--- config.mk ---
export PLATFORM = sky130hd
export DESIGN_NAME = fifo_write_pacer
export DESIGN_NICKNAME = d
export VERILOG_FILES = /design/src/rtl/fifo_write_pacer.sv
export SDC_FILE = /design/constraint.sdc
export NUM_CORES = 1
export LEC_CHECK = 0
export BUFFER_PORTS_ARGS = -buffer_cell sky130_fd_sc_hd__buf_2
export CORE_UTILIZATION = 49
export CTS_CLUSTER_SIZE = 30
export DETAILED_ROUTE_END_ITERATION = 12
export PLACE_DENSITY = 0.82
export SETUP_SLACK_MARGIN = 0.3
export SYNTH_ARGS = -nofsm -noshare
export SYNTH_HDL_FRONTEND = slang
export SYNTH_SLANG_ARGS = --single-unit
export TNS_END_PERCENT = 50
--- constraint.sdc ---
create_clock -name clk -period 2.6 [get_ports clk]
set_clock_uncertainty 0.05 [all_clocks]
set_input_delay 0.26 -clock clk [delete_from_list [all_inputs] [get_ports clk]]
set_output_delay 0.26 -clock clk [all_outputs]
set_load 0.005 [all_outputs]
--- src/rtl/fifo_write_pacer.sv ---
// Paced producer front-end for sync_fifo: buffers ready/valid words and replays them as
// write_en pulses spaced MIN_GAP clocks apart. Define FIFO_WRITE_PACER_FLUSH_EN to add a flush input.
module fifo_write_pacer #(
  parameter int WIDTH   = 32,
  parameter int DEPTH   = 4,
  parameter int MIN_GAP = 8
) (
  input  logic                         clk,
  input  logic                         reset,
  input  logic                         in_valid,
  output logic                         in_ready,
  input  logic [WIDTH-1:0]             in_data,
`ifdef FIFO_WRITE_PACER_FLUSH_EN
  input  logic                         flush,
`endif
  output logic                         write_en,
  output logic [WIDTH-1:0]             data_out,
  output logic [$clog2(DEPTH+1)-1:0]   count,
  output logic                         idle
);

  localparam int AW = $clog2(DEPTH);
  localparam int PW = AW + 1;
  localparam int CW = $clog2(DEPTH + 1);
  localparam int GW = $clog2(MIN_GAP + 1);

  typedef enum logic [1:0] {IDLE, EMIT, GAP} state_t;

  state_t            state_reg, state_next;
  logic [GW-1:0]     gap_reg, gap_next;
  logic [PW-1:0]     wr_ptr_reg, rd_ptr_reg;
  logic [CW-1:0]     count_reg;
  logic              write_en_reg;
  logic [WIDTH-1:0]  data_out_reg;
  logic [WIDTH-1:0]  mem [DEPTH];

  logic              flush_now;
  logic              have_word;
  logic              push;
  logic              pop;

`ifdef FIFO_WRITE_PACER_FLUSH_EN
  assign flush_now = flush;
`else
  assign flush_now = 1'b0;
`endif

  // A flushing edge sees an empty buffer, so it never starts a new pulse.
  assign have_word = (count_reg != '0) && !flush_now;
  assign in_ready  = (count_reg != CW'(DEPTH));
  assign push      = in_valid && in_ready && !flush_now;
  assign pop       = (state_next == EMIT);

  always_comb begin
    state_next = state_reg;
    gap_next   = gap_reg;
    case (state_reg)
      IDLE: begin
        if (have_word) state_next = EMIT;
      end
      EMIT: begin
        if (MIN_GAP > 1) begin
          state_next = GAP;
          gap_next   = GW'(MIN_GAP - 1);
        end else begin
          state_next = have_word ? EMIT : IDLE;
        end
      end
      GAP: begin
        if (gap_reg <= GW'(1)) begin
          state_next = have_word ? EMIT : IDLE;
          gap_next   = '0;
        end else begin
          gap_next = gap_reg - GW'(1);
        end
      end
      default: begin
        state_next = IDLE;
        gap_next   = '0;
      end
    endcase
  end

  always_ff @(posedge clk or posedge reset) begin
    if (reset) begin
      state_reg    <= IDLE;
      gap_reg      <= '0;
      wr_ptr_reg   <= '0;
      rd_ptr_reg   <= '0;
      count_reg    <= '0;
      write_en_reg <= 1'b0;
      data_out_reg <= '0;
    end else begin
      state_reg    <= state_next;
      gap_reg      <= gap_next;
      write_en_reg <= pop;
      if (pop) data_out_reg <= mem[rd_ptr_reg[AW-1:0]];
      if (push) wr_ptr_reg <= wr_ptr_reg + PW'(1);
      if (flush_now) begin
        rd_ptr_reg <= wr_ptr_reg;
        count_reg  <= '0;
      end else begin
        if (pop) rd_ptr_reg <= rd_ptr_reg + PW'(1);
        case ({push, pop})
          2'b10:   count_reg <= count_reg + CW'(1);
          2'b01:   count_reg <= count_reg - CW'(1);
          default: count_reg <= count_reg;
        endcase
      end
    end
  end

  // Storage carries no reset so it can map onto block RAM.
  always_ff @(posedge clk) begin
    if (push) mem[wr_ptr_reg[AW-1:0]] <= in_data;
  end

  assign write_en = write_en_reg;
  assign data_out = data_out_reg;
  assign count    = count_reg;
  assign idle     = (count_reg == '0) && (state_reg == IDLE);

endmodule

# After elaboration in Yosys (flattened, before gate mapping)
# Memories as Yosys holds them, arrays and structs flattened. A register that Yosys moved wholly into a read port is not among the register bits.
# Cells that the tools add are included.
# word_totals
reg_bits	16
ramBits	128
wordCells	34
mem_count	1
# memory_table
memory	words	width	read_ports	rd_clocked_by_memory_dff	write_ports	line	source
mem	4	32	1	1	1	35	logic [WIDTH-1:0] mem [DEPTH];
# op_classes
n_addsub	5
magnitude_cmp	1
eq_ne	6
mux	9
n_reduce_logical	6
# op_table
cell	n
4-bit case mux with 3 select lines	1
3-bit by 1-bit adder with 3-bit output, second input constant	3
2-bit by 1-bit equality test with 1-bit output, second input constant	3
2-bit case mux with 3 select lines	1
3-bit case mux with 2 select lines	1
2-bit equality test, second input constant	2
4-bit by 1-bit less-or-equal comparator with 1-bit output, second input constant	1
2-bit 2-to-1 mux	2
4-bit 2-to-1 mux	1
4-bit by 1-bit subtractor with 4-bit output, second input constant	1
3-bit logical NOT	1
1-bit 2-to-1 mux	3
3-bit inequality test, second input constant	1
3-bit nonzero test	1
3-bit by 1-bit subtractor with 3-bit output, second input constant	1
1-bit logical AND	2
2-bit logical NOT	1
2-bit nonzero test	1

# Logic depth before layout (Yosys ltp)
# logic_depth
depth_word	7
depth_mapped	14

# Least setup slack after synthesis
# Ideal clock, no wire load.
# synth_timing
kind	reg2reg
from	register gap_reg[0]
to	register count_reg[2] (netlist: count[2])
setup_time_ns	0.079
arrival_time_ns	2.537
required_time_ns	2.471
slack_ns	-0.066
stages_incl_launch_ff	15
period_less_slack_ns	2.666
cell_sequence	dfrtp_1 > inv_1 > ha_1 > nor2_1 > o311ai_0 > a31oi_2 > nand3_4 > buf_6 > inv_1 > ha_1 > inv_1 > fa_1 > xor2_1 > nor2_1 > xor2_1
# synth_between
elab_chain_cells	6
# synth_lines
item	line	source
start: declaration	30	logic [GW-1:0] gap_reg, gap_next;
start signal: assignment	95	gap_reg <= gap_next;
4-bit by 1-bit less-or-equal comparator with 1-bit output *	70	if (gap_reg <= GW'(1)) begin
2-bit 2-to-1 mux *	70	
2-bit case mux with 3 select lines *	57	case (state_reg)
via state_next[0]	29	state_t state_reg, state_next;
2-bit by 1-bit equality test with 1-bit output *	52	assign pop = (state_next == EMIT);
via pop	40	logic pop;
2-bit by 1-bit equality test with 1-bit output or 2-bit equality test (tied branches)	104	case ({push, pop})
3-bit case mux with 2 select lines or 2-bit nonzero test (tied branches)	-	
end signal: assignment	105	2'b10: count_reg <= count_reg + CW'(1);
end signal: assignment	106	2'b01: count_reg <= count_reg - CW'(1);
end signal: assignment	107	default: count_reg <= count_reg;
end: declaration	32	logic [CW-1:0] count_reg;
# Mark *: on every way through the listed nets, which the timed path passes. The rest lies on a longest branch.
# A chain may end at the register's enable or synchronous reset.

# Worst setup path in the final report
# layout_timing
from	register gap_reg[0]
to	register count_reg[2] (netlist: count[2])
# layout_between
elab_chain_cells	6
# layout_lines
item	line
4-bit by 1-bit less-or-equal comparator with 1-bit output *	70
2-bit 2-to-1 mux *	70
2-bit case mux with 3 select lines *	57
2-bit by 1-bit equality test with 1-bit output *	52
via pop	40
2-bit by 1-bit equality test with 1-bit output or 2-bit equality test (tied branches)	104
3-bit case mux with 2 select lines or 2-bit nonzero test (tied branches)	-
# Marked as above.

==> flow_summary.ini <==
[outcome]
status = finished clean

[worst_setup_path]
r2r_cells = 13
r2r_end = count[2]
reg2reg_slack_ns = 0.14
timing.rr.start = gap_reg[0]
crit_path_end_kind = flop
path_max_fanout = 4
path_class = flop to flop
worstPathRequired_ns = 2.90
critPathArrivalTime_ns = 2.76
start_kind = flop

[sta]
setup_violations = 0
period_share = 0.947
rsz0062_at_grt = true
hold_viol = 0
slew_headroom = 0.393
fmaxAchievable_mhz = 406
fin_tns_setup_ns = 0
worstMarginPinSlew_ns = 0.911
hold_ws_ns = 0.0145
report.final.slew_viol_count = 0
period_minus_slack_ns = 2.46

[cts]
cts_buffer_depth = 2
numClockSinks = 174
numCtsBuffers = 17
h-tree-depth = 4
clock_latency_ns = 0.42
cts_tree = built
cts_root_buf = clkbuf_16
path_clk_slew_ns = 0.07

[final_layout]
regArea_mm2 = 0.00500
final_nets = 503
multi_input_area_mm2 = 0.00172
largest_reg_flops = 128
final_cell_area_mm2 = 0.00859
drive_gt1_frac = 0.473
antenna-diode-count = 0
area_delta_synth_final_pct = 27.0
n_fill_cell = 921
fin_cells = 645

[flow_run]
drv_cap = 0

[min_path]
min_path_cells = 1
holdPathEnd = mem[3][25]
worstHoldPathType = input port to flop
hold_path.startpoint = in_data[25]

[routing]
final_antenna_net_count = 0
detail_route.first_pass.iterations = 4
vias = 3454
via_per_inst = 5.36
wire_per_inst_um = 20.9
drc_errors = 0
drt_wl_total_mm = 13.5
drtIter0Drc = 217

[logic_synthesis]
synth_cell_types = 33
synthArstFlopShare = 0.264
yosys.area.top_type = edfxtp_1
yosys-top-cells-area = edfxtp_1, dfrtp_1, mux4_2, mux2_4, ha_1
ys_ff_latch = 174
synth.net_count = 366
avgSynthCellArea_um2 = 21.2
synth_cells = 319
synth_top_area_frac = 0.568
synth_edf_count = 128
syn_area_mm2 = 0.00677
yosys_warnings = 0
yosysSeqAreaShare = 0.738
synth_ff_type = edfxtp_1

[place]
dp_hpwl_mm = 7.61
dp_cells = 565
placed_area_mm2 = 0.00746
io_buffers = 72
gp_congestion = 0.663

[pwr]
p_per_area_mw_per_mm2 = 1270
ir_worst_vdd_mv = 0.783
leakage_uw = 0.00332

[grt]
grt_pass1_vias = 3716
grt_max_degree = 34
grt_usage = 0.199
grt_pass1_wl_mm = 20.4
antenna_found_initial = 0
grt.overflow.total = 0

[floorplanning]
core.rowCount = 42
dieWidth_um = 120
die-area_mm2 = 0.0143
io_pins = 73
core_area_mm2 = 0.0133
die_h_um = 120
start_util = 0.507
[kinds of logic (layout without fill, tap and decap cells)]
kind of cell / Yosys count / count (layout) / share of synthesized area
mux: 66 / 66 / 0.178
flops: 174 / 174 / 0.738
xor+xnor: 6 / 6 / 0.00777
simple gates: 21 / 21 / 0.0187
buf+inv: 26 / 176 / 0.0185
fa+ha+maj: 12 / 12 / 0.0233
compound gates: 14 / 14 / 0.0150
[worst max-delay path, stage by stage (launching register included)]
cell,delay [ns]
dfrtp_1,0.42
inv_2,0.10
ha_4,0.17
nor2_4,0.05
o31a_1,0.29
o21ai_2,0.21
nand3_4,0.12
inv_4,0.08
ha_4,0.13
inv_2,0.03
fa_2,0.32
xor2_1,0.14
nor2_1,0.11
xor2_1,0.16
[layout by cell type, fill, tap and decap left out, types with 2 or more instances in the layout]
cell           synthesis  layout
clkinvlp_4             0       4
mux2_2                 5       5
o21ai_2                1       2
inv_2                  0       5
nand3_1                3       3
buf_12                 0       4
ha_1                  11       6
a31oi_1                2       2
mux4_2                32      32
ha_4                   0       4
clkinv_2               0       4
o22ai_1                3       3
nor2_1                 6       5
inv_1                 15       9
buf_2                  4      72
clkbuf_16              0      19
dfrtp_2                0       3
bufinv_16              0       4
dfrtp_1               46      43
nand2_1                3       3
buf_4                  0      19
mux2_4                28      28
dlygate4sd3_1          0      30
and3_2                 0       4
a21oi_1                2       2
xor2_1                 3       3
xnor2_1                3       3
edfxtp_1             128     128
[layout make-up]
cell class                      instances  share of cell area
Clock buffer                           17              0.0495
Multi-Input combinational cell        119               0.201
Sequential cell                       174               0.582
Clock inverter                         15              0.0226
Timing Repair Buffer                  129               0.113
Tap cell                              176              0.0256
Inverter                               15             0.00684
[metal layers]
layer | GRT usage | vias up | share of wire
met5 | 0 | - | 0
met2 | 0.333 | 107 | 0.52
li1 | - | 1533 | -
met1 | 0.243 | 1797 | 0.42
met3 | 0.0570 | 17 | 0.046
met4 | 0.0844 | 0 | 0.017
[synthesized netlist by cell type, drive strengths merged, types with 2 or more instances]
| library cell | instances |
|---|---|
| o22ai | 3 |
| xor2 | 3 |
| edfxtp | 128 |
| ha | 11 |
| xnor2 | 3 |
| a31oi | 3 |
| mux2 | 33 |
| clkbuf | 4 |
| nor2 | 6 |
| inv | 15 |
| o21ai | 2 |
| nand2 | 3 |
| mux4 | 32 |
| nand3 | 4 |
| buf | 7 |
| and3 | 4 |
| a21oi | 2 |
| dfrtp | 46 |
[per-stage QoR]
stage / utilization / power [uW] / setup WS, ns
2_1_floorplan: - / 6800 / 0.00836
3_5_place_dp: 0.559 / 7820 / 0.0277
5_1_grt: 0.644 / 11400 / 0.0533
3_3_place_gp: 0.559 / 7650 / 0.131
4_1_cts: 0.634 / 10600 / 0.208
6_report: 0.644 / 10900 / 0.137
[where the power goes]
group | total (uW) | internal, uW | leakage, uW | switching (uW)
sequential | 4290 | 3820 | 0.00172 | 466
combinational | 3990 | 2290 | 0.00131 | 1700
clock | 2660 | 1610 | 0.000294 | 1050
total | 10900 | 7720 | 0.00332 | 3220
[worst max-delay path by stage]
stage	from	end	cells past startpoint
3_5_place_dp	gap_reg[0]	count[2]	13
4_1_cts	gap_reg[0]	count[2]	13
5_1_grt	gap_reg[0]	count[2]	13
6_report	gap_reg[0]	count[2]	13
3_3_place_gp	gap_reg[0]	count[2]	13
2_1_floorplan	gap_reg[0]	count[2]	14
[repair_timing]
action,4_1_cts,5_1_grt
endpoints found under the setup margin,34,27
hold endpoints to repair,128,4
gates cloned,0,2
hold buffers,29,1
pin swaps,7,1
gates resized for setup,7,6
buffers inserted,9,7
(Power assumes the default switching activity.)
